==> src/rtl/ra_stack_spec.sv <==
// ============================================================================
//  Module   : ra_stack_spec
//  Brief    : Return-address stack, speculative copy restored from committed.
//  Revision : 1.0  initial release
// ============================================================================
`default_nettype none

module ra_stack_spec #(
    parameter int ADDR     = 32,
    parameter int RA_DEPTH = 8,
    parameter int INCR     = 4
) (
    input  logic                          clk,
    input  logic                          reset_,
    input  logic                          spec_call_,
    input  logic [ADDR-1:0]               spec_call_pc,
    input  logic                          spec_ret_,
    output logic                          ret_v,
    output logic [ADDR-1:0]               ret_addr,
    input  logic                          cmt_call_,
    input  logic [ADDR-1:0]               cmt_call_pc,
    input  logic                          cmt_ret_,
    input  logic                          flush_,
    output logic [$clog2(RA_DEPTH+1)-1:0] spec_cnt,
    output logic [$clog2(RA_DEPTH+1)-1:0] cmt_cnt
);

    localparam int PW = $clog2(RA_DEPTH);
    localparam int CW = $clog2(RA_DEPTH+1);
    localparam logic [CW-1:0]   C_FULL = CW'(RA_DEPTH);
    localparam logic [ADDR-1:0] C_INCR = ADDR'(INCR);

    logic [ADDR-1:0] spec_arr_q [RA_DEPTH];
    logic [ADDR-1:0] spec_arr_d [RA_DEPTH];
    logic [PW-1:0]   spec_ptr_q, spec_ptr_d;
    logic [CW-1:0]   spec_cnt_q, spec_cnt_d;

    logic [ADDR-1:0] cmt_arr_q [RA_DEPTH];
    logic [ADDR-1:0] cmt_arr_d [RA_DEPTH];
    logic [PW-1:0]   cmt_ptr_q, cmt_ptr_d;
    logic [CW-1:0]   cmt_cnt_q, cmt_cnt_d;

    logic w_spec_call, w_spec_ret, w_cmt_call, w_cmt_ret, w_flush;

    assign w_spec_call = ~spec_call_;
    assign w_spec_ret  = ~spec_ret_;
    assign w_cmt_call  = ~cmt_call_;
    assign w_cmt_ret   = ~cmt_ret_;
    assign w_flush     = ~flush_;

    // Committed next state; the speculative side may copy it on flush.
    always_comb begin
        cmt_arr_d = cmt_arr_q;
        cmt_ptr_d = cmt_ptr_q;
        cmt_cnt_d = cmt_cnt_q;
        if (w_cmt_call && w_cmt_ret && (cmt_cnt_q != '0)) begin
            cmt_arr_d[cmt_ptr_q - PW'(1)] = cmt_call_pc + C_INCR;
        end else if (w_cmt_call) begin
            cmt_arr_d[cmt_ptr_q] = cmt_call_pc + C_INCR;
            cmt_ptr_d = cmt_ptr_q + PW'(1);
            if (cmt_cnt_q != C_FULL)
                cmt_cnt_d = cmt_cnt_q + CW'(1);
        end else if (w_cmt_ret && (cmt_cnt_q != '0)) begin
            cmt_ptr_d = cmt_ptr_q - PW'(1);
            cmt_cnt_d = cmt_cnt_q - CW'(1);
        end
    end

    always_comb begin
        spec_arr_d = spec_arr_q;
        spec_ptr_d = spec_ptr_q;
        spec_cnt_d = spec_cnt_q;
        if (w_flush) begin
            spec_arr_d = cmt_arr_d;
            spec_ptr_d = cmt_ptr_d;
            spec_cnt_d = cmt_cnt_d;
        end else if (w_spec_call && w_spec_ret && (spec_cnt_q != '0)) begin
            spec_arr_d[spec_ptr_q - PW'(1)] = spec_call_pc + C_INCR;
        end else if (w_spec_call) begin
            spec_arr_d[spec_ptr_q] = spec_call_pc + C_INCR;
            spec_ptr_d = spec_ptr_q + PW'(1);
            if (spec_cnt_q != C_FULL)
                spec_cnt_d = spec_cnt_q + CW'(1);
        end else if (w_spec_ret && (spec_cnt_q != '0)) begin
            spec_ptr_d = spec_ptr_q - PW'(1);
            spec_cnt_d = spec_cnt_q - CW'(1);
        end
    end

    always_ff @(posedge clk or negedge reset_) begin
        if (!reset_) begin
            spec_arr_q <= '{default: '0};
            spec_ptr_q <= '0;
            spec_cnt_q <= '0;
            cmt_arr_q  <= '{default: '0};
            cmt_ptr_q  <= '0;
            cmt_cnt_q  <= '0;
        end else begin
            spec_arr_q <= spec_arr_d;
            spec_ptr_q <= spec_ptr_d;
            spec_cnt_q <= spec_cnt_d;
            cmt_arr_q  <= cmt_arr_d;
            cmt_ptr_q  <= cmt_ptr_d;
            cmt_cnt_q  <= cmt_cnt_d;
        end
    end

    // Top is visible from state alone, so a popping cycle still shows the popped value.
    assign ret_v    = (spec_cnt_q != '0);
    assign ret_addr = ret_v ? spec_arr_q[spec_ptr_q - PW'(1)] : '0;
    assign spec_cnt = spec_cnt_q;
    assign cmt_cnt  = cmt_cnt_q;

endmodule

`default_nettype wire

==> config.mk <==
export PLATFORM = sky130hd
export DESIGN_NAME = ra_stack_spec
export DESIGN_NICKNAME = d
export VERILOG_FILES = /design/src/rtl/ra_stack_spec.sv
export SDC_FILE = /design/constraint.sdc
export NUM_CORES = 2
export LEC_CHECK = 0
export ABC_AREA = 1
export BUFFER_PORTS_ARGS = -buffer_cell sky130_fd_sc_hd__buf_2
export CORE_MARGIN = 2
export CORE_UTILIZATION = 55
export DETAILED_ROUTE_END_ITERATION = 16
export GPL_TIMING_DRIVEN = 0
export PLACE_DENSITY_LB_ADDON = 0.1
export SKIP_CTS_REPAIR_TIMING = 1
export SYNTH_ARGS = -nofsm -noshare
export SYNTH_HDL_FRONTEND = slang
export SYNTH_SLANG_ARGS = --single-unit
export TNS_END_PERCENT = 30
==> constraint.sdc <==
create_clock -name clk -period 5.5 [get_ports clk]
set_clock_uncertainty 0.1 [all_clocks]
set_input_delay 1.1 -clock clk [delete_from_list [all_inputs] [get_ports clk]]
set_output_delay 1.1 -clock clk [all_outputs]
set_load 0.01 [all_outputs]
==> impl_metrics.json <==
{
  "vdd_drop_max_uv": 445.2,
  "seqCellArea_um2": 13160,
  "status": "finished with violations",
  "violations": "capacitance limit, slew limit",
  "grt_start_max_net_pins": 121,
  "ys_seq_area_share_pct": 42.39,
  "start_util_pct": 55.39,
  "routed_wl_mm": 149.2,
  "yosys_register_bits": 526,
  "period_share_pct": 99.97,
  "cts_made_buffers": 59,
  "crit_path_start_kind": "register",
  "synthArstFlopShare_pct": 100.0,
  "area_growth_pct": 11.46,
  "dr_total_vias": 33190,
  "grt_pass1_wl_mm": 210.7,
  "dr.pass1.iters": 6,
  "nets": 4661,
  "worst_ep_required_time_ns": 4.30,
  "hold_ws_ns": 0.3274,
  "num-fill-cells": 5379,
  "synth_cells": 4403,
  "core-area_um2": 56060,
  "end_kind": "output pin",
  "place_area_um2": 32700,
  "reg2reg_slack_ns": 1.69,
  "crit_path_max_fanout": 10,
  "layout.cells.most_common": "nand2_1",
  "dieHeight_um": 241.6,
  "rsz0062_at_grt": "no",
  "synth.distinct_cells": 57,
  "cts_buffer_depth": 3,
  "synth_nets": 4485,
  "die_width_um": 241.6,
  "fmax_mhz": 181.9,
  "hpwlAfterDp_mm": 110.1,
  "antenna_found_initial": 4,
  "timing.slew.headroom_pct": -4.616,
  "grt_pass1_vias": 30450,
  "drtAntennaViolNets": 0,
  "cts-root-buf": "clkbuf_16",
  "grt_use_total_pct": 50.14,
  "hp-class": "in2async",
  "h-tree-depth": 2,
  "io_pins": 112,
  "wl_per_cell_um": 27.71,
  "synth.yosys.warnings": 0,
  "maxCapViolations": 1,
  "cts.sink_count": 526,
  "ys.flop_type": "dfrtp_1",
  "rows": 87,
  "crit_arrival_ns": 4.30,
  "worst_slew_pin_slew_ns": 1.564,
  "total_power_mw": 21.44,
  "multi_input_area_um2": 15450,
  "die_area_um2": 58370,
  "netlist_area_um2": 31050,
  "path_class": "reg2out",
  "layout-drive-gt1-share_pct": 10.87,
  "overflow": 0,
  "drv_slew": 9,
  "cellPowerDensity_nw_per_um2": 619.4,
  "dp.cells": 5274,
  "synth_edf_count": 0,
  "p_leak_nw": 17.05,
  "postSynthAreaPerCell_um2": 7.052,
  "place.gp.congestion": 1.069,
  "stdcell_count": 5385,
  "final_hold_viol_count": 0,
  "io_buffers": 110,
  "setup_viol": 0,
  "cts.clk_slew.worst_paths_ns": 0.06,
  "cts_tree": "yes",
  "final_area_um2": 34610,
  "most-common-layout-cells": "nand2_1, dfrtp_1, nand3_1, nor2_1, inv_1",
  "worst_r2r_path_depth": 12,
  "fin_crit_ns": 5.498,
  "drt_iter0_drc": 4608,
  "avgViaCountPerCell": 6.164,
  "drcViolationCount": 0,
  "r2r_start": "spec_ptr_q[0]",
  "rr_endpoint": "spec_arr_q[174]",
  "insertion_delay_ns": 0.65
}
final cells by class:
| class | count | area share (%) |
|---|---|---|
| tap | 756 | 2.733 |
| inverter | 332 | 3.619 |
| clock inverter | 24 | 0.6363 |
| clock buffer | 84 | 4.855 |
| buffer | 229 | 3.434 |
| timing repair buffer | 115 | 2.017 |
| multi-input combinational | 3316 | 44.65 |
| antenna | 3 | 0.02169 |
| sequential | 526 | 38.03 |
registers in the layout (all words and copies together), names as in the netlist:
signal and count:
spec_ptr_q 3, cmt_ptr_q 3, spec_cnt 4, cmt_arr_q 256, spec_arr_q 256, cmt_cnt 4
through the flow:
step / util [%] / setup slack (ns) / TNS, ns
global route: 61.72 / 0.02865 / 0
CTS: 61.71 / 0.04011 / 0
global placement: 58.06 / -8.087 / -4199.19
finish: 61.74 / 0.001790 / 0
floorplan: - / 2.172 / 0
detailed placement: 58.32 / 0.7121 / 0
report_power, final:
| group | switching (mW) | internal (mW) |
|---|---|---|
| Combinational | 7.71 | 3.02 |
| Sequential | 0.955 | 5.72 |
| Clock | 1.77 | 2.26 |
| Total | 10.4 | 11.0 |
logic make-up after synthesis:
family	Yosys count	share of synthesized area (%)
DFF	526	42.39
xor gates and xnor gates	26	0.9026
and+or+nand+nor	2630	36.05
buffers and inverters	561	7.857
adders and majority gates	11	0.4674
AOI/OAI and AO/OA	649	12.33
layer usage:
layer,up-vias,GRT usage (%),share of wire [%]
met5,-,0,0.027
li1,14550,-,-
met1,15540,62.36,36
met4,2,37.03,8.8
met2,2501,71.79,41
met3,610,17.90,15
Yosys cell counts (39+ instances only):
library cell / count / area share [%]
and2_1: 114 / 2.3
nand2_1: 1622 / 20
inv_2: 39 / 0.47
o211ai_1: 74 / 1.8
clkbuf_1: 62 / 0.75
nor2_1: 338 / 4.1
a21oi_1: 219 / 3.5
buf_2: 112 / 1.8
o21ai_0: 191 / 3.1
inv_1: 291 / 3.5
dfrtp_1: 526 / 42
nand3_1: 426 / 6.9
worst max-delay path by stage:
stage	from	endpoint	cells past startpoint
2_1_floorplan	spec_ptr_q[0]	ret_addr[17]	12
4_1_cts	spec_ptr_q[0]	ret_addr[16]	12
5_1_grt	spec_ptr_q[0]	ret_addr[17]	13
6_report	spec_ptr_q[0]	ret_addr[16]	10
3_3_place_gp	reset_	cmt_arr_q[186]	1
3_5_place_dp	spec_ptr_q[0]	ret_addr[16]	12
critical path, cell delays in order (launching register included):
cell and delay (ns):
dfrtp_1 0.52, inv_2 0.13, buf_4 0.21, ha_1 0.28, buf_2 0.23, nand3_2 0.35, inv_1 0.54, buf_2 0.51
a21oi_1 0.13, a31oi_1 0.48, buf_2 0.24
Power figures use the tool's default switching activity.
